`src/rtl/apb3_regbank_pkg.sv`:
```
// apb3_regbank_pkg: shared register offsets and FSM state encoding for the
// APB3 register bank.
package apb3_regbank_pkg;

  // Byte offsets of the fixed registers; scratch words follow REG_SCRATCH0.
  localparam logic [7:0] REG_CTRL     = 8'h00;
  localparam logic [7:0] REG_STATUS   = 8'h04;
  localparam logic [7:0] REG_IRQ_EN   = 8'h08;
  localparam logic [7:0] REG_IRQ_PEND = 8'h0C;
  localparam logic [7:0] REG_SCRATCH0 = 8'h10;

  // Slave-side view of the APB transfer.
  typedef enum logic [1:0] {
    IDLE   = 2'b00,
    SETUP  = 2'b01,
    ACCESS = 2'b10
  } apb_state_e;

endpackage

```
`src/rtl/apb3_regbank_if.sv`:
```
// apb3_regbank_if: APB3 bus bundle between the bridge (master) and the
// register bank (slave).
interface apb3_regbank_if #(
  parameter int ADDR_WIDTH = 12,
  parameter int DATA_WIDTH = 32
);
  logic [ADDR_WIDTH-1:0] PADDR;
  logic                  PSEL;
  logic                  PENABLE;
  logic                  PWRITE;
  logic [DATA_WIDTH-1:0] PWDATA;
  logic                  PREADY;
  logic [DATA_WIDTH-1:0] PRDATA;
  logic                  PSLVERROR;

  modport master (
    output PADDR, PSEL, PENABLE, PWRITE, PWDATA,
    input  PREADY, PRDATA, PSLVERROR
  );

  modport slave (
    input  PADDR, PSEL, PENABLE, PWRITE, PWDATA,
    output PREADY, PRDATA, PSLVERROR
  );
endinterface

```
`src/rtl/apb3_irq_ctrl.sv`:
```
// apb3_irq_ctrl: rising-edge interrupt capture with W1C pending bits, an
// enable mask and a registered interrupt output. Only instantiated by
// apb3_regbank when APB3_REGBANK_IRQ_EN is defined.
module apb3_irq_ctrl #(
  parameter int NUM_IRQ = 4
) (
  input  logic               clk,
  input  logic               resetn,
  input  logic [NUM_IRQ-1:0] irq_src_i,
  input  logic               en_we_i,
  input  logic               pend_w1c_i,
  input  logic [NUM_IRQ-1:0] wdata_i,
  output logic [NUM_IRQ-1:0] irq_en_o,
  output logic [NUM_IRQ-1:0] irq_pend_o,
  output logic               irq_o
);

  logic [NUM_IRQ-1:0] irq_prev_q;
  logic [NUM_IRQ-1:0] irq_en_q;
  logic [NUM_IRQ-1:0] irq_pend_q;
  logic [NUM_IRQ-1:0] irq_pend_d;
  logic               irq_q;

  // Next pending: clear written ones first, then OR in new edges so a
  // coincident edge always survives the clear.
  always_comb begin
    irq_pend_d = irq_pend_q;
    if (pend_w1c_i) irq_pend_d = irq_pend_d & ~wdata_i;
    irq_pend_d = irq_pend_d | (irq_src_i & ~irq_prev_q);
  end

  // Edge-detect history, enable mask, pending bits and the registered interrupt.
  always_ff @(posedge clk or negedge resetn) begin
    if (!resetn) begin
      irq_prev_q <= '0;
      irq_en_q   <= '0;
      irq_pend_q <= '0;
      irq_q      <= 1'b0;
    end else begin
      irq_prev_q <= irq_src_i;
      if (en_we_i) irq_en_q <= wdata_i;
      irq_pend_q <= irq_pend_d;
      irq_q      <= |(irq_pend_q & irq_en_q);
    end
  end

  assign irq_en_o   = irq_en_q;
  assign irq_pend_o = irq_pend_q;
  assign irq_o      = irq_q;

endmodule

```
`src/rtl/apb3_regbank.sv`:
```
// apb3_regbank: APB3 register-bank slave. CTRL drives ctrl_out, STATUS
// samples status_in, NUM_REG scratch words, optional interrupt block.
// Define APB3_REGBANK_IRQ_EN to build IRQ_EN/IRQ_PEND and edge detection;
// otherwise those offsets read 0, ignore writes and apb3Interrupt is 0.
// ADDR_WIDTH must be greater than 8.
module apb3_regbank
  import apb3_regbank_pkg::*;
#(
  parameter int ADDR_WIDTH  = 12,
  parameter int DATA_WIDTH  = 32,
  parameter int NUM_REG     = 4,
  parameter int NUM_IRQ     = 4,
  parameter int WAIT_STATES = 0
) (
  input  logic                  clk,
  input  logic                  resetn,
  apb3_regbank_if.slave         apb,
  output logic [DATA_WIDTH-1:0] ctrl_out,
  input  logic [DATA_WIDTH-1:0] status_in,
  input  logic [NUM_IRQ-1:0]    irq_src,
  output logic                  apb3Interrupt
);

  localparam logic [3:0] WAIT_CNT = 4'(WAIT_STATES);
  localparam logic [5:0] SCR_IDX  = REG_SCRATCH0[7:2];

  apb_state_e            state_q;
  logic [3:0]            cnt_q;
  logic [DATA_WIDTH-1:0] ctrl_q;
  logic [DATA_WIDTH-1:0] status_q;
  logic [DATA_WIDTH-1:0] rdata_q;
  logic [DATA_WIDTH-1:0] scratch_rd [NUM_REG];
  logic [DATA_WIDTH-1:0] rd_mux;
  logic [DATA_WIDTH-1:0] irq_en_ext;
  logic [DATA_WIDTH-1:0] irq_pend_ext;

  logic [5:0] widx;
  logic [7:0] woff;
  logic       oor;
  logic       ready;
  logic       wr_commit;
  logic       rd_sample;
  logic       unused_addr;

  // Address decode: word index from PADDR[7:2]; byte lanes are ignored.
  assign widx        = apb.PADDR[7:2];
  assign woff        = {widx, 2'b00};
  assign oor         = (apb.PADDR[ADDR_WIDTH-1:8] != '0) ||
                       ({1'b0, widx} >= 7'(4 + NUM_REG));
  assign unused_addr = ^apb.PADDR[1:0];

  assign ready     = (state_q == ACCESS) && (cnt_q == WAIT_CNT);
  assign wr_commit = ready && apb.PWRITE && !oor;
  assign rd_sample = (state_q == SETUP) && apb.PENABLE && !apb.PWRITE;

  // Transfer FSM with wait-state counter; the counter restarts in SETUP.
  always_ff @(posedge clk or negedge resetn) begin
    if (!resetn) begin
      state_q <= IDLE;
      cnt_q   <= '0;
    end else begin
      case (state_q)
        IDLE: begin
          if (apb.PSEL && !apb.PENABLE) state_q <= SETUP;
        end
        SETUP: begin
          cnt_q   <= '0;
          state_q <= apb.PENABLE ? ACCESS : IDLE;
        end
        ACCESS: begin
          if (ready) state_q <= (apb.PSEL && !apb.PENABLE) ? SETUP : IDLE;
          else       cnt_q   <= cnt_q + 4'd1;
        end
        default: state_q <= IDLE;
      endcase
    end
  end

  // Scratch words, one storage register per index.
  for (genvar gi = 0; gi < NUM_REG; gi++) begin : g_scratch
    logic [DATA_WIDTH-1:0] word_q;

    // Capture a committed write addressed to this scratch word.
    always_ff @(posedge clk or negedge resetn) begin
      if (!resetn)                                     word_q <= '0;
      else if (wr_commit && widx == 6'(SCR_IDX + gi)) word_q <= apb.PWDATA;
    end

    assign scratch_rd[gi] = word_q;
  end

`ifdef APB3_REGBANK_IRQ_EN
  logic [NUM_IRQ-1:0] irq_en_w;
  logic [NUM_IRQ-1:0] irq_pend_w;
  logic               irq_en_we;
  logic               irq_pend_w1c;

  assign irq_en_we    = wr_commit && (woff == REG_IRQ_EN);
  assign irq_pend_w1c = wr_commit && (woff == REG_IRQ_PEND);

  apb3_irq_ctrl #(
    .NUM_IRQ (NUM_IRQ)
  ) u_irq_ctrl (
    .clk        (clk),
    .resetn     (resetn),
    .irq_src_i  (irq_src),
    .en_we_i    (irq_en_we),
    .pend_w1c_i (irq_pend_w1c),
    .wdata_i    (apb.PWDATA[NUM_IRQ-1:0]),
    .irq_en_o   (irq_en_w),
    .irq_pend_o (irq_pend_w),
    .irq_o      (apb3Interrupt)
  );

  // Zero-extend the interrupt registers to bus width for readback.
  always_comb begin
    irq_en_ext                  = '0;
    irq_pend_ext                = '0;
    irq_en_ext[NUM_IRQ-1:0]     = irq_en_w;
    irq_pend_ext[NUM_IRQ-1:0]   = irq_pend_w;
  end
`else
  logic unused_irq;

  assign unused_irq    = ^irq_src;
  assign irq_en_ext    = '0;
  assign irq_pend_ext  = '0;
  assign apb3Interrupt = 1'b0;
`endif

  // Read multiplexer over the register map (out-of-range handled at capture).
  always_comb begin
    rd_mux = '0;
    case (woff)
      REG_CTRL:     rd_mux = ctrl_q;
      REG_STATUS:   rd_mux = status_q;
      REG_IRQ_EN:   rd_mux = irq_en_ext;
      REG_IRQ_PEND: rd_mux = irq_pend_ext;
      default: begin
        for (int i = 0; i < NUM_REG; i++) begin
          if (widx == 6'(SCR_IDX + i)) rd_mux = scratch_rd[i];
        end
      end
    endcase
  end

  // CTRL writes, STATUS sampling, and PRDATA capture at the start of a read.
  always_ff @(posedge clk or negedge resetn) begin
    if (!resetn) begin
      ctrl_q   <= '0;
      status_q <= '0;
      rdata_q  <= '0;
    end else begin
      status_q <= status_in;
      if (wr_commit && woff == REG_CTRL) ctrl_q  <= apb.PWDATA;
      if (rd_sample)                     rdata_q <= oor ? '0 : rd_mux;
    end
  end

  assign apb.PREADY    = ready;
  assign apb.PSLVERROR = ready && oor;
  assign apb.PRDATA    = rdata_q;
  assign ctrl_out      = ctrl_q;

endmodule
```
`src/flat_wrapper.sv`:
```
// flat-port wrapper written by rule: the top's interface ports become plain ports
module apb3_regbank_flat import apb3_regbank_pkg::*;
#(
  parameter int ADDR_WIDTH  = 12,
  parameter int DATA_WIDTH  = 32,
  parameter int NUM_REG     = 4,
  parameter int NUM_IRQ     = 4,
  parameter int WAIT_STATES = 0
)
  (clk, resetn, ctrl_out, status_in, irq_src, apb3Interrupt, apb_PADDR, apb_PSEL, apb_PENABLE, apb_PWRITE, apb_PWDATA, apb_PREADY, apb_PRDATA, apb_PSLVERROR);
  apb3_regbank_if #(.ADDR_WIDTH(ADDR_WIDTH), .DATA_WIDTH(DATA_WIDTH)) apb_i ();
  input  logic clk;
  input  logic resetn;
  output logic [DATA_WIDTH-1:0] ctrl_out;
  input  logic [DATA_WIDTH-1:0] status_in;
  input  logic [NUM_IRQ-1:0] irq_src;
  output logic apb3Interrupt;
  input wire logic [$bits(apb_i.PADDR)-1:0] apb_PADDR;
  input wire logic [$bits(apb_i.PSEL)-1:0] apb_PSEL;
  input wire logic [$bits(apb_i.PENABLE)-1:0] apb_PENABLE;
  input wire logic [$bits(apb_i.PWRITE)-1:0] apb_PWRITE;
  input wire logic [$bits(apb_i.PWDATA)-1:0] apb_PWDATA;
  output wire logic [$bits(apb_i.PREADY)-1:0] apb_PREADY;
  output wire logic [$bits(apb_i.PRDATA)-1:0] apb_PRDATA;
  output wire logic [$bits(apb_i.PSLVERROR)-1:0] apb_PSLVERROR;
  assign apb_i.PADDR = apb_PADDR;
  assign apb_i.PSEL = apb_PSEL;
  assign apb_i.PENABLE = apb_PENABLE;
  assign apb_i.PWRITE = apb_PWRITE;
  assign apb_i.PWDATA = apb_PWDATA;
  assign apb_PREADY = apb_i.PREADY;
  assign apb_PRDATA = apb_i.PRDATA;
  assign apb_PSLVERROR = apb_i.PSLVERROR;
  apb3_regbank #(.ADDR_WIDTH(ADDR_WIDTH), .DATA_WIDTH(DATA_WIDTH), .NUM_REG(NUM_REG), .NUM_IRQ(NUM_IRQ), .WAIT_STATES(WAIT_STATES)) u_core (.clk(clk), .resetn(resetn), .apb(apb_i), .ctrl_out(ctrl_out), .status_in(status_in), .irq_src(irq_src), .apb3Interrupt(apb3Interrupt));
endmodule
```
`config.mk`:
```
export PLATFORM = sky130hd
export DESIGN_NAME = apb3_regbank_flat
export DESIGN_NICKNAME = d
export VERILOG_FILES = /design/src/rtl/apb3_regbank_pkg.sv /design/src/rtl/apb3_regbank_if.sv /design/src/rtl/apb3_irq_ctrl.sv /design/src/rtl/apb3_regbank.sv /design/src/flat_wrapper.sv
export SDC_FILE = /design/constraint.sdc
export NUM_CORES = 1
export LEC_CHECK = 0
export BUFFER_PORTS_ARGS = -buffer_cell sky130_fd_sc_hd__buf_2
export CAP_MARGIN = 30
export CORE_MARGIN = 4
export CORE_UTILIZATION = 50
export CTS_BUF_LIST = sky130_fd_sc_hd__clkbuf_8
export DETAILED_ROUTE_END_ITERATION = 12
export PLACE_DENSITY_LB_ADDON = 0.3
export SYNTH_ARGS = -nofsm -noshare
export SYNTH_HDL_FRONTEND = slang
export SYNTH_HIERARCHICAL = 1
export SYNTH_SLANG_ARGS = --single-unit
```
`constraint.sdc`:
```
create_clock -name clk -period 3.1 [get_ports clk]
set_input_delay 0.62 -clock clk [delete_from_list [all_inputs] [get_ports clk]]
set_output_delay 0.62 -clock clk [all_outputs]
set_load 0.05 [all_outputs]
```
### Yosys cells after proc, flatten, opt, wreduce, memory -nomap -nowiden

Cells that the tools add are included.

| word-level totals | value |
|---|---|
| bits of input ports | 85 |
| register bits | 230 |

| cells by class | value |
|---|---|
| add/subtract/negate cells | 1 |
| reductions and logical operators | 24 |
| mux-type cells | 13 |
| $lt $le $gt $ge | 1 |
| equality and inequality tests | 12 |

Operators with widths:

| kind | count |
|---|---|
| $mux W32 | 5 |
| $pmux W32 S3 | 1 |
| $eq A6 B3 Y1 const B | 4 |
| $eq A6 B2 Y1 const B | 2 |
| $logic_and A1 B1 Y1 | 12 |
| $logic_not A8 Y1 | 1 |
| $pmux W4 S2 | 1 |
| $eq A6 B1 Y1 const B | 1 |
| $ge A6 B4 Y1 const B | 1 |
| $mux W2 | 3 |
| $pmux W2 S3 | 1 |
| $add A4 B1 Y4 const B | 1 |
| $logic_not A4 Y1 | 1 |
| $mux W4 | 1 |
| $ne A2 B1 Y1 const B | 2 |
| $reduce_and A2 Y1 | 2 |
| $reduce_bool A4 Y1 | 1 |
| $logic_not A1 Y1 | 3 |
| $eq A2 B1 Y1 const B | 1 |
| $eq A2 B2 Y1 const B | 1 |
| $logic_not A2 Y1 | 1 |
| $ne A2 B2 Y1 const B | 1 |
| $reduce_bool A2 Y1 | 1 |
| $reduce_or A2 Y1 | 1 |
| other kinds (2) | 2 |

### Logic depth before layout (Yosys ltp)

Gate-level depths: netlist of the first run.

| logic depth | value |
|---|---|
| word-level depth | 7 |
| depth in mapped cells | 8 |
| depth with buffers taken out | 6 |

### Least setup slack after synthesis of the first run

Ideal clock, no wire load.

| timing | value |
|---|---|
| path kind | register to output |
| from | reg u_core.cnt_q[0] |
| to | out apb_PSLVERROR |
| data required time | 2,480 ps |
| stages on the path, launching flop included | 6 |
| data arrival time | 2,204 ps |
| slack | 276 ps |
| cell sequence | dfrtp_1 > inv_1 > ha_1 > or3b_1 > nor3_4 > o21a_1 |

| on the way | value |
|---|---|
| cells in the longest elaborated chain, start to end | 3 |

RTL lines:

| what | RTL line | source |
|---|---|---|
| start, declared | apb3_regbank.sv:28 | `logic [3:0] cnt_q;` |
| start signal, assigned | apb3_regbank.sv:72 | `else cnt_q <= cnt_q + 4'd1;` |
| $logic_not A4 Y1 | apb3_regbank.sv:52 | `assign ready = (state_q == ACCESS) && (cnt_q == WAIT_CNT);` |
| $logic_and A1 B1 Y1 | apb3_regbank.sv:52 |  |
| via apb_PREADY | flat_wrapper.sv:23 | `output wire logic [$bits(apb_i.PREADY)-1:0] apb_PREADY;` |
| $logic_and A1 B1 Y1 | apb3_regbank.sv:161 | `assign apb.PSLVERROR = ready && oor;` |
| end, declared | flat_wrapper.sv:25 | `output wire logic [$bits(apb_i.PSLVERROR)-1:0] apb_PSLVERROR;` |

The timed path passes the listed nets, and every way through them passes these cells.

### Worst setup path in the final report of the first run

| timing | value |
|---|---|
| from | reg u_core.cnt_q[0] |
| to | out apb_PSLVERROR |

| on the way | value |
|---|---|
| cells in the longest elaborated chain, start to end | 3 |

RTL lines:

| what | RTL line |
|---|---|
| $logic_not A4 Y1 | apb3_regbank.sv:52 |
| $logic_and A1 B1 Y1 | apb3_regbank.sv:52 |
| $logic_and A1 B1 Y1 | apb3_regbank.sv:161 |

No other way between the ends.

==> impl_results.md, run 1 <==
* Slew margin rel. at 0.469
* Root buffer cell: clkbuf_8
* Leak pwr at around 6 nW
* Distinct cell type count after synthesis at 35
* CTS H-Tree Depth at 2
* Full die area at around 22,000 um2
* Critical-path cell list: inv_1, ha_1, or3b_1, nor3_4, o21a_1, buf_2
* Layout fillers at between 1,500 and 2,000
* Post-detail-place hpwl at 13,800 um
* Clock Latency Late Sink at roughly 0.54 ns
* Clock Tree Buf Depth at 3
* Final Cycle Share at 0.922
* Routed WL at approximately 21,000 um
* CP peak stage delay at ~0.44 ns
* Avg WL per Cell at between 15 and 20 um
* Gr ovfl total at 0
* GRT Total Usage at 0.193
* Starting Density at 0.506
* CP arrival at about 2.2 ns
* CTS Buf Count at 40
* Top cells by area, synth: dfrtp_1 (59%), mux2_2 (21%), mux4_2 (7.3%)
* Synth Instances at 636
* Post-route ant nets at 0
* Hold_buf cts at 0
* Layout Nets at 893
* Layout area overhead at 19.2%
* Commonest cells post-synth: dfrtp_1 (230), mux2_2 (182), inv_1 (38), a22oi_1 (32), mux4_2 (32)
* DRT Pass-1 Iters at 4
* Core Region at about 19,000 um2
* Delay-heaviest family, CP: simple AND/OR/NAND/NOR gates
* Status: finished, final reports clean
* Vias in the first global route at approximately 6,700
* Post-synth top area cell: dfrtp_1
* Vias at a little under 6,000
* CP Buf/Inv Count at 2
* Yosys top cell area share at 0.586
* Sequential share of the synthesized area at 0.586
* Post-synthesis register bit count at 230
* Final setup fails at 0
* Max frequency at about 0.35 GHz
* Dominant synthesized flop cell: dfrtp_1
* Worst r2r src: u_core/cnt_q[0]
* Final Hold Fails at 0
* CP Capture Type: primary output
* First-pass GRT wire length at about 34,000 um
* Syn Std Cell Area at between 9000 and 10,000 um2
* Fin. max-slew vios at 0
* Setup TNS at 0 ns
* Max-cap violations at 0
* Post-synth ARST share at 1.00
* Post-Syn Nets at approximately 720
* Period minus WS final at roughly 2.9 ns
* Pin count of the biggest net entering global routing at ~110
* Initial antenna violation count at 1
* EDFF count, synth at 0
* Die X-Extent at ~150 um
* Critical Path RT at between 2 and 2.5 ns
* CTS tree: done
* Die height at between 100 and 150 um
* Maximum VDD drop at about 0.00031 V
* Least-Margin Pin Slew at just under 0.8 ns
* DRC viols at 0
* Clock transition at the registers of the reported paths at 0.06 ns
* PwrDens at ~530 nW/um2
* Row cnt at 51
* Crit path launch type: flip-flop
* Clock Skew at 0.0390 ns
* Min-Delay Path Class: primary input to asynchronous set/reset pin
* Post-CTS setup buffers at 0
* Iter 0 DRT Violations at between 200 and 300
* Number of I/O pins at around 150
* Syn_area_per_cell at around 15 um2
* YS warnings at 6
* GPL Wtd Cong at around 0.73
* Clock sink count at 230
* CP max FO at 5
* Port Buf Inserts at between 100 and 150
* Critical Path Slowest Stage Cell: or3b_1
* Post-Route Utilization at 0.604
* Unrepaired setup endpoints after global routing: false
* Layout cells sized above 1 at 0.553
* Crit Path Class: flip-flop to primary output
* Count leader, synth: dfrtp_1
* Worst Setup SP: u_core/cnt_q[0]
* Detailed-route vias per instance at approximately 5.4
* Post-CTS sizing at 0
==> power by group <==
group	total [mW]	internal (mW)	switching (mW)	leakage, nW
Sequential	3.04	3.03	0.0104	3.14
Clock	2.91	1.71	1.20	0.477
Combinational	0.259	0.0961	0.163	2.37
==> area by class of cell <==
type | count | area (um2) | share of cell area
Clock inverter | 18 | 146 | 0.0125
Sequential cell | 230 | 5760 | 0.492
Timing Repair Buffer | 166 | 923 | 0.0789
Inverter | 38 | 143 | 0.0122
Clock buffer | 53 | 729 | 0.0623
Multi-Input combinational cell | 330 | 3680 | 0.314
Tap cell | 265 | 332 | 0.0283
Antenna cell | 1 | 2.50 | 0.000214
==> layout by cell type, fill, tap and decap left out, types with 2 or more instances in the layout <==
master and instances:
dfrtp_1 230, mux2_2 182, buf_2 142, clkbuf_8 53, inv_1 45, mux4_2 32
a22oi_1 32, o21ai_0 31, buf_4 21, mux2_4 8, clkinv_2 5, nand3_1 5
nand4_4 4, nand2_1 4, o21ai_1 4, nor2b_1 3, nor2_1 3, clkinvlp_4 2
bufinv_16 2, nor3_4 2, nor3_1 2, mux2_1 2, a21oi_1 2, ha_1 2
buf_12 2
==> final timing paths <==
path | endpoint | slack (ns) | cells past startpoint
worst min-delay path | u_core/cnt_q[1] | 0.14 | 1
worst min register to register | u_core/g_scratch[2].word_q[15] | 0.50 | 1
min in group clk | u_core/status_q[25] | 0.18 | 1
worst max-delay path | apb_PSLVERROR | 0.24 | 6
worst max register to register | u_core/ctrl_out[29] | 0.70 | 7
max in group asynchronous | u_core/ctrl_out[14] | 2.14 | 2
==> per-stage QoR <==
step	hold slack, ns	std cells	setup WS [ns]	area [um2]	power, mW
finish	0.141	1101	0.241	11700	6.21
detailed placement	0.488	1029	0.463	10800	3.36
global route	0.146	1101	0.101	11700	6.48
CTS	0.142	1100	0.209	11700	6.30
global placement	0.481	1029	0.507	10800	3.35
floorplan	0.324	636	0.276	9820	3.19
==> registers in the layout (all words and copies together) (netlist names) <==
| name | count |
|---|---|
| u_core/state_q | 2 |
| u_core/ctrl_out | 32 |
| u_core/apb.PRDATA | 32 |
| u_core/status_q | 32 |
| u_core/cnt_q | 4 |
| u_core/g_scratch.word_q | 128 |
==> routing by layer <==
metal  GRT usage  share of wire  up-vias
met3      0.0414          0.046       32
met5           0              0        -
met4      0.0582          0.015        0
met2       0.335           0.51      143
met1       0.247           0.43     3099
li1            -              -     2659
==> cell families (layout without fill, tap and decap cells) <==
logic type	Yosys count	after routing	synth area share
flip-flops	230	230	0.586
buffers and inverters	76	275	0.0413
other	1	2	0.000382
adder cells (fa/ha/maj)	2	2	0.00255
XOR/XNOR	1	1	0.000892
AO/OA/AOI/OAI	71	71	0.0448
AND/OR/NAND/NOR	31	31	0.0276
multiplexers	224	224	0.297
(Power assumes the default switching activity.)
==> run 2: changes to the inputs <==
ABC_AREA = 1   (was not set)
==> impl_results.md, run 2 <==
* Number of I/O pins at 152 (unchanged)
* First-pass GRT wire length at 42,400 um (was 34,100 um)
* Min-Delay Path Class: primary input to asynchronous set/reset pin (unchanged)
* Least-Margin Pin Slew at 1.04 ns (was 0.796 ns)
* Post-CTS sizing at 0 (unchanged)
* Layout fillers at 1,830 (was 1,527)
* CP Buf/Inv Count at 2 (unchanged)
* Distinct cell type count after synthesis at 27 (was 35)
* Setup TNS at 0 ns (unchanged)
* Reg area at 5760 um2 (unchanged)
* PwrDens at 493 nW/um2 (was 530 nW/um2)
* Max reg flops at 128 (unchanged)
* Placed Area at 11,200 um2 (was 10,800 um2)
* Sequential share of the synthesized area at 0.564 (was 0.586)
* EDFF count, synth at 0 (unchanged)
* Starting Density at 0.506 (about the same)
* Full die area at 22,800 um2 (was 22,000 um2)
* DRC viols at 0 (unchanged)
* CP peak stage delay at 0.42 ns (was 0.44 ns)
* Clock Tree Buf Depth at 3 (unchanged)
* Leak pwr at 6.37 nW (was 5.99 nW)
* Critical-path cell list: inv_1, ha_1, nand4_1, nor2_1, buf_2 (was inv_1, ha_1, or3b_1, nor3_4, o21a_1, buf_2)
* Iter 0 DRT Violations at 567 (was 255)
* CP Capture Type: primary output (unchanged)
* Layout cells sized above 1 at 0.170 (was 0.553)
* Area of the multi-input gates at 3880 um2 (was 3680 um2)
* Yosys top cell area share at 0.564 (was 0.586)
* CTS H-Tree Depth at 2 (unchanged)
* Commonest cells post-synth: nand2_1 (400), dfrtp_1 (230), o21ai_0 (161), nand3_1 (132), inv_1 (79) (was dfrtp_1 (230), mux2_2 (182), inv_1 (38), a22oi_1 (32), mux4_2 (32))
* Clock Skew at 0.0193 ns (was 0.0390 ns)
* Die X-Extent at 151 um (was 148 um)
* Period minus WS final at 2.60 ns (was 2.86 ns)
* Status: finished, final reports clean (unchanged)
* Post-Syn Nets at 1,331 (was 723)
* Layout Nets at 1,462 (was 893)
* Avg WL per Cell at 15.9 um (was 18.8 um)
* Layout area overhead at 17.4% (was 19.2%)
* Row cnt at 52 (was 51)
* CP max FO at 5 (unchanged)
* Crit path launch type: flip-flop (unchanged)
* Pin count of the biggest net entering global routing at 77 (was 107)
* Syn Std Cell Area at 10,200 um2 (was 9820 um2)
* Final Cycle Share at 0.838 (was 0.922)
* Clock Latency Late Sink at 0.53 ns (was 0.54 ns)
* Core Region at 20,200 um2 (was 19,400 um2)
* Max-cap violations at 0 (unchanged)
* Gr ovfl total at 0 (unchanged)
* Reg with most FFs: u_core/g_scratch.word_q (unchanged)
* CTS tree: done (unchanged)
* Clock sink count at 230 (unchanged)
* YS warnings at 6 (unchanged)
* Post-synthesis register bit count at 230 (unchanged)
* Die height at 151 um (was 148 um)
* Dominant synthesized flop cell: dfrtp_1 (unchanged)
* Root buffer cell: clkbuf_8 (unchanged)
* Crit Path Class: flip-flop to primary output (unchanged)
* Final setup fails at 0 (unchanged)
* Syn_area_per_cell at 8.21 um2 (was 15.4 um2)
* Vias at 8,769 (was 5,933)
* Hold_buf cts at 0 (unchanged)
* Cell area after layout at 12,000 um2 (was 11,700 um2)
* Top cells by area, synth: dfrtp_1 (56%), nand2_1 (15%), o21ai_0 (7.9%) (was dfrtp_1 (59%), mux2_2 (21%), mux4_2 (7.3%))
* Delay-heaviest family, CP: simple AND/OR/NAND/NOR gates (unchanged)
* Initial antenna violation count at 0 (was 1)
* Critical Path RT at 2.48 ns (about the same)
* Clock transition at the registers of the reported paths at 0.05 ns (was 0.06 ns)
* GPL Wtd Cong at 0.770 (was 0.731)
* Critical Path Slowest Stage Cell: dfrtp_1 (was or3b_1)
* Synth Instances at 1,244 (was 636)
* Vias in the first global route at 8,270 (was 6,685)
* CTS Buf Count at 40 (unchanged)
* Port Buf Inserts at 144 (unchanged)
* Max frequency at 0.385 GHz (was 0.350 GHz)
* Post-synth ARST share at 1.00 (unchanged)
* Most common cell after layout, fill and taps aside: nand2_1 (was dfrtp_1)
* Post-detail-place hpwl at 16,200 um (was 13,800 um)
* Post-synth top area cell: dfrtp_1 (unchanged)
* Routed WL at 26,500 um (was 20,700 um)
* CP arrival at 1.98 ns (was 2.24 ns)
* Post-CTS setup buffers at 0 (unchanged)
* GRT Total Usage at 0.234 (was 0.193)
* Slew margin rel. at 0.304 (was 0.469)
* Final Hold Fails at 0 (unchanged)
* Count leader, synth: nand2_1 (was dfrtp_1)
* Maximum VDD drop at 0.000348 V (was 0.000308 V)
* Unrepaired setup endpoints after global routing: false (unchanged)
* Most frequent cells in the layout: nand2_1 (400), dfrtp_1 (230), o21ai_0 (161), buf_2 (143), nand3_1 (131) (was dfrtp_1 (230), mux2_2 (182), buf_2 (142), clkbuf_8 (53), inv_1 (45))
* Detailed-route vias per instance at 5.26 (was 5.39)
* DRT Pass-1 Iters at 5 (was 4)
* Fin. max-slew vios at 0 (unchanged)
* Post-route ant nets at 0 (unchanged)
-- run 2: changes by cell type after synthesis, sizes merged, moves of 32 or more --
cell,delta
nand2,+396
nand3,+131
mux2,-192
a22oi,-32
mux4,-32
nor2,+75
o21ai,+128
inv,+42
clkbuf,+43
-- run 2: final cells by class --
cell class	count	area share
Tap cell	270	0.0282
Clock buffer	49	0.0563
Multi-Input combinational cell	853	0.324
Clock inverter	15	0.00553
Timing Repair Buffer	170	0.0804
Inverter	80	0.0251
Sequential cell	230	0.480
Antenna cell	1	0.000209
-- run 2: worst paths after layout --
| kind | startpoint | endpoint | slack [ns] | cells after the start |
|---|---|---|---|---|
| hold reg to reg | u_core/state_q[0] | u_core/state_q[0] | 0.46 | 1 |
| min in group clk | status_in[1] | u_core/status_q[1] | 0.19 | 1 |
| max in group asynchronous | resetn | u_core/g_scratch[1].word_q[20] | 2.25 | 2 |
| setup / recovery | u_core/cnt_q[0] | apb_PSLVERROR | 0.50 | 5 |
| hold / removal | resetn | u_core/ctrl_out[5] | 0.06 | 1 |
| setup reg to reg | u_core/cnt_q[0] | u_core/g_scratch[1].word_q[8] | 0.77 | 6 |
-- run 2: metal layers --
| metal | global-route usage | share of wire |
|---|---|---|
| met5 | 0 | 0 |
| met4 | 0.0630 | 0.015 |
| met3 | 0.0398 | 0.075 |
| met2 | 0.384 | 0.48 |
| met1 | 0.326 | 0.43 |
-- run 2: where the power goes --
part	total, mW	switching [mW]	leakage (nW)	internal, mW
Clock	2.56	1.15	0.419	1.41
Combinational	0.316	0.235	2.81	0.0812
Sequential	3.03	0.00682	3.14	3.03
-- run 2: cells by family after synthesis --
family / synth area share
AO/OA/AOI/OAI: 0.0811
XOR/XNOR: 0.00172
adder cells (fa/ha/maj): 0.00245
buffers and inverters: 0.0605
flip-flops: 0.564
other: 0.000367
AND/OR/NAND/NOR: 0.290
-- run 2: stage by stage --
step	hold WS, ns	power (mW)	utilization	std cells	setup slack, ns
3_3_place_gp	0.439	3.40	0.557	1603	0.619
5_1_grt	0.0823	6.16	0.594	1667	0.377
6_report	0.0600	5.91	0.594	1668	0.503
4_1_cts	0.0637	5.99	0.594	1667	0.466
3_5_place_dp	0.449	3.41	0.557	1603	0.500
2_1_floorplan	0.324	3.22	-	1244	0.944
==> run 3: changes to the inputs <==
clock period = 2.34 ns   (was 3.1 ns; I/O delays follow)
==> impl_results.md, run 3 (same netlist as run 2, synthesis figures left out) <==
* Avg WL per Cell at 15.5 um (was 15.9 um)
* Clock transition at the registers of the reported paths at 0.06 ns (was 0.05 ns)
* Most frequent cells in the layout: nand2_1 (400), dfrtp_1 (230), o21ai_0 (161), buf_2 (142), nand3_1 (131) (was nand2_1 (400), dfrtp_1 (230), o21ai_0 (161), buf_2 (143), nand3_1 (131))
* Flop2flop setup slack at 0.46 ns (was 0.77 ns)
* GRT Total Usage at 0.231 (was 0.234)
* Reg with most FFs: u_core/g_scratch.word_q (unchanged)
* CP arrival at 1.80 ns (was 1.98 ns)
* CP Capture Type: primary output (unchanged)
* Layout cells sized above 1 at 0.176 (was 0.170)
* Starting Density at 0.506 (unchanged)
* Layout Nets at 1,472 (was 1,462)
* Final setup fails at 0 (unchanged)
* Sw Pwr at 1.85 mW (was 1.39 mW)
* Most common cell after layout, fill and taps aside: nand2_1 (unchanged)
* CP Buf/Inv Count at 3 (was 2)
* Clock Latency Late Sink at 0.52 ns (was 0.53 ns)
* First-pass GRT wire length at 41,800 um (was 42,400 um)
* CTS Buf Count at 38 (was 40)
* Critical-path cell list: inv_1, ha_1, nand4_1, buf_4, nor2_2, buf_6 (was inv_1, ha_1, nand4_1, nor2_1, buf_2)
* Leak pwr at 6.46 nW (was 6.37 nW)
* Max-cap violations at 0 (unchanged)
* DRT Pass-1 Iters at 5 (unchanged)
* CTS H-Tree Depth at 2 (unchanged)
* Clock Skew at 0.00898 ns (was 0.0193 ns)
* Period minus WS final at 2.26 ns
* Final Cycle Share at 0.967
* CP peak stage delay at 0.42 ns (about the same)
* Clock Tree Buf Depth at 3 (unchanged)
* Layout fillers at 1,793 (was 1,830)
* Power, Total at 7.96 mW (was 5.91 mW)
* Vias in the first global route at 8,099 (was 8,270)
* Iter 0 DRT Violations at 617 (was 567)
* Fin. max-slew vios at 0 (unchanged)
* Pin count of the biggest net entering global routing at 70 (was 77)
* Core Region at 20,200 um2 (unchanged)
* Crit path launch type: flip-flop (unchanged)
* CP max FO at 5 (unchanged)
* Row cnt at 52 (unchanged)
* Vias at 8,704 (was 8,769)
* Comb pwr share at 0.055 (was 0.054)
* Unrepaired setup endpoints after global routing: false (unchanged)
* Die height at 151 um (unchanged)
* Max frequency at ~0.44 GHz
* Least-Margin Pin Slew at 0.531 ns (was 1.04 ns)
* Critical Path Slowest Stage Cell: dfrtp_1 (unchanged)
* DRC viols at 0 (unchanged)
* Critical Path RT at 1.87 ns (was 2.48 ns)
* Clk network pwr share at 0.441 (was 0.433)
* Gr ovfl total at 0 (unchanged)
* PwrDens at 656 nW/um2 (was 493 nW/um2)
* Status: finished, final reports clean (unchanged)
* Maximum VDD drop at 0.000414 V (was 0.000348 V)
* Number of I/O pins at 152 (unchanged)
* Setup TNS at 0 ns (unchanged)
* Int Pwr at 6.11 mW (was 4.52 mW)
* GPL Wtd Cong at 0.780 (was 0.770)
* CTS tree: done (unchanged)
* Seq pwr share at 0.505 (was 0.513)
* Root buffer cell: clkbuf_8 (unchanged)
* Post-detail-place hpwl at 16,400 um (was 16,200 um)
* Port Buf Inserts at 144 (unchanged)
* Detailed-route vias per instance at 5.17 (was 5.26)
* Sw Share at 0.233 (was 0.236)
* Layout area overhead at 18.9% (was 17.4%)
* Min-Delay Path Class: primary input to flip-flop (was primary input to asynchronous set/reset pin)
* Routed WL at 26,000 um (was 26,500 um)
* Die X-Extent at 151 um (unchanged)
* Clock sink count at 230 (unchanged)
* Crit Path Class: flip-flop to primary output (unchanged)
* Slew margin rel. at 0.646 (was 0.304)
* Delay-heaviest family, CP: buffers and inverters (was simple AND/OR/NAND/NOR gates)
* Initial antenna violation count at 0 (unchanged)
* Max reg flops at 128 (unchanged)
* Final Hold Fails at 0 (unchanged)
* Post-route ant nets at 0 (unchanged)
* Full die area at 22,800 um2 (unchanged)
run 3: cell count changes in the layout (fill, tap and decap cells not counted):
cell	change
buf_4	+9
buf_12	+2
nor2_1	-1
bufinv_16	+1
diode_2	+1
nor2_2	+1
buf_2	-1
inv_1	+3
buf_6	+1
clkinv_2	-1
clkinvlp_4	-1
dlygate4sd3_1	+1
run 3: power groups by stage:
stage	Sequential (mW)	Combinational, mW	Clock [mW]
detailed placement	4.09	0.435	0
global route	4.02	0.484	3.80
floorplan	4.09	0.177	0
finish	4.02	0.435	3.51
CTS	4.02	0.440	3.59
global placement	4.09	0.431	0
run 3: path summary, 6_finish.rpt:
check	from	endpoint	depth (start not counted)
max	u_core/cnt_q[0]	apb_PSLVERROR	6
min	status_in[1]	u_core/status_q[1]	1
max reg2reg	u_core/cnt_q[0]	u_core/g_scratch[0].word_q[29]	9
min reg2reg	u_core/state_q[0]	u_core/state_q[0]	1
max in group asynchronous	resetn	u_core/g_scratch[0].word_q[22]	3
min in group asynchronous	resetn	u_core/apb.PRDATA[7]	2
run 3: metrics by stage:
stage / setup slack [ns] / cells / cell area (um2) / hold WS [ns] / util
3_5_place_dp: 0.253 / 1613 / 11300 / 0.441 / 0.562
2_1_floorplan: 0.388 / 1244 / 10200 / 0.172 / -
5_1_grt: 0.00721 / 1681 / 12100 / 0.0154 / 0.602
6_report: 0.0764 / 1683 / 12100 / 0.0450 / 0.602
3_3_place_gp: 0.269 / 1613 / 11300 / 0.445 / 0.562
4_1_cts: 0.0401 / 1681 / 12100 / 0.0201 / 0.602
run 3: final cells by class:
type / count / area [um2] / share of cell area
sequential: 230 / 5760 / 0.474
multi-input combinational: 853 / 3890 / 0.320
timing repair buffer: 182 / 1090 / 0.0896
clock buffer: 49 / 674 / 0.0555
tap: 270 / 338 / 0.0278
inverter: 80 / 300 / 0.0247
clock inverter: 17 / 95.1 / 0.00783
antenna: 2 / 5.00 / 0.000412
run 3: worst reg2reg max path: stages (launching register included):
cell and delay (ns):
dfrtp_1 0.42, inv_1 0.07, ha_1 0.16, nand4_1 0.09
buf_4 0.18, nor2_4 0.20, nand3_2 0.10, buf_4 0.30
nand2_1 0.14, o21ai_0 0.09
run 3: per-layer routing:
metal | GRT usage | part of all wire | vias up
met4 | 0.0698 | 0.018 | 0
met5 | 0 | 0 | -
met3 | 0.0392 | 0.065 | 36
met1 | 0.328 | 0.45 | 4121
met2 | 0.369 | 0.47 | 273
li1 | - | - | 4274
run 3: what timing repair did:
item	in CTS	in global routing
gates resized for setup	2	1
buffers inserted	1	0
hold buffers	1	0
endpoints found under the hold margin	64	0
endpoints found under the setup margin	1	1
gates cloned	0	0
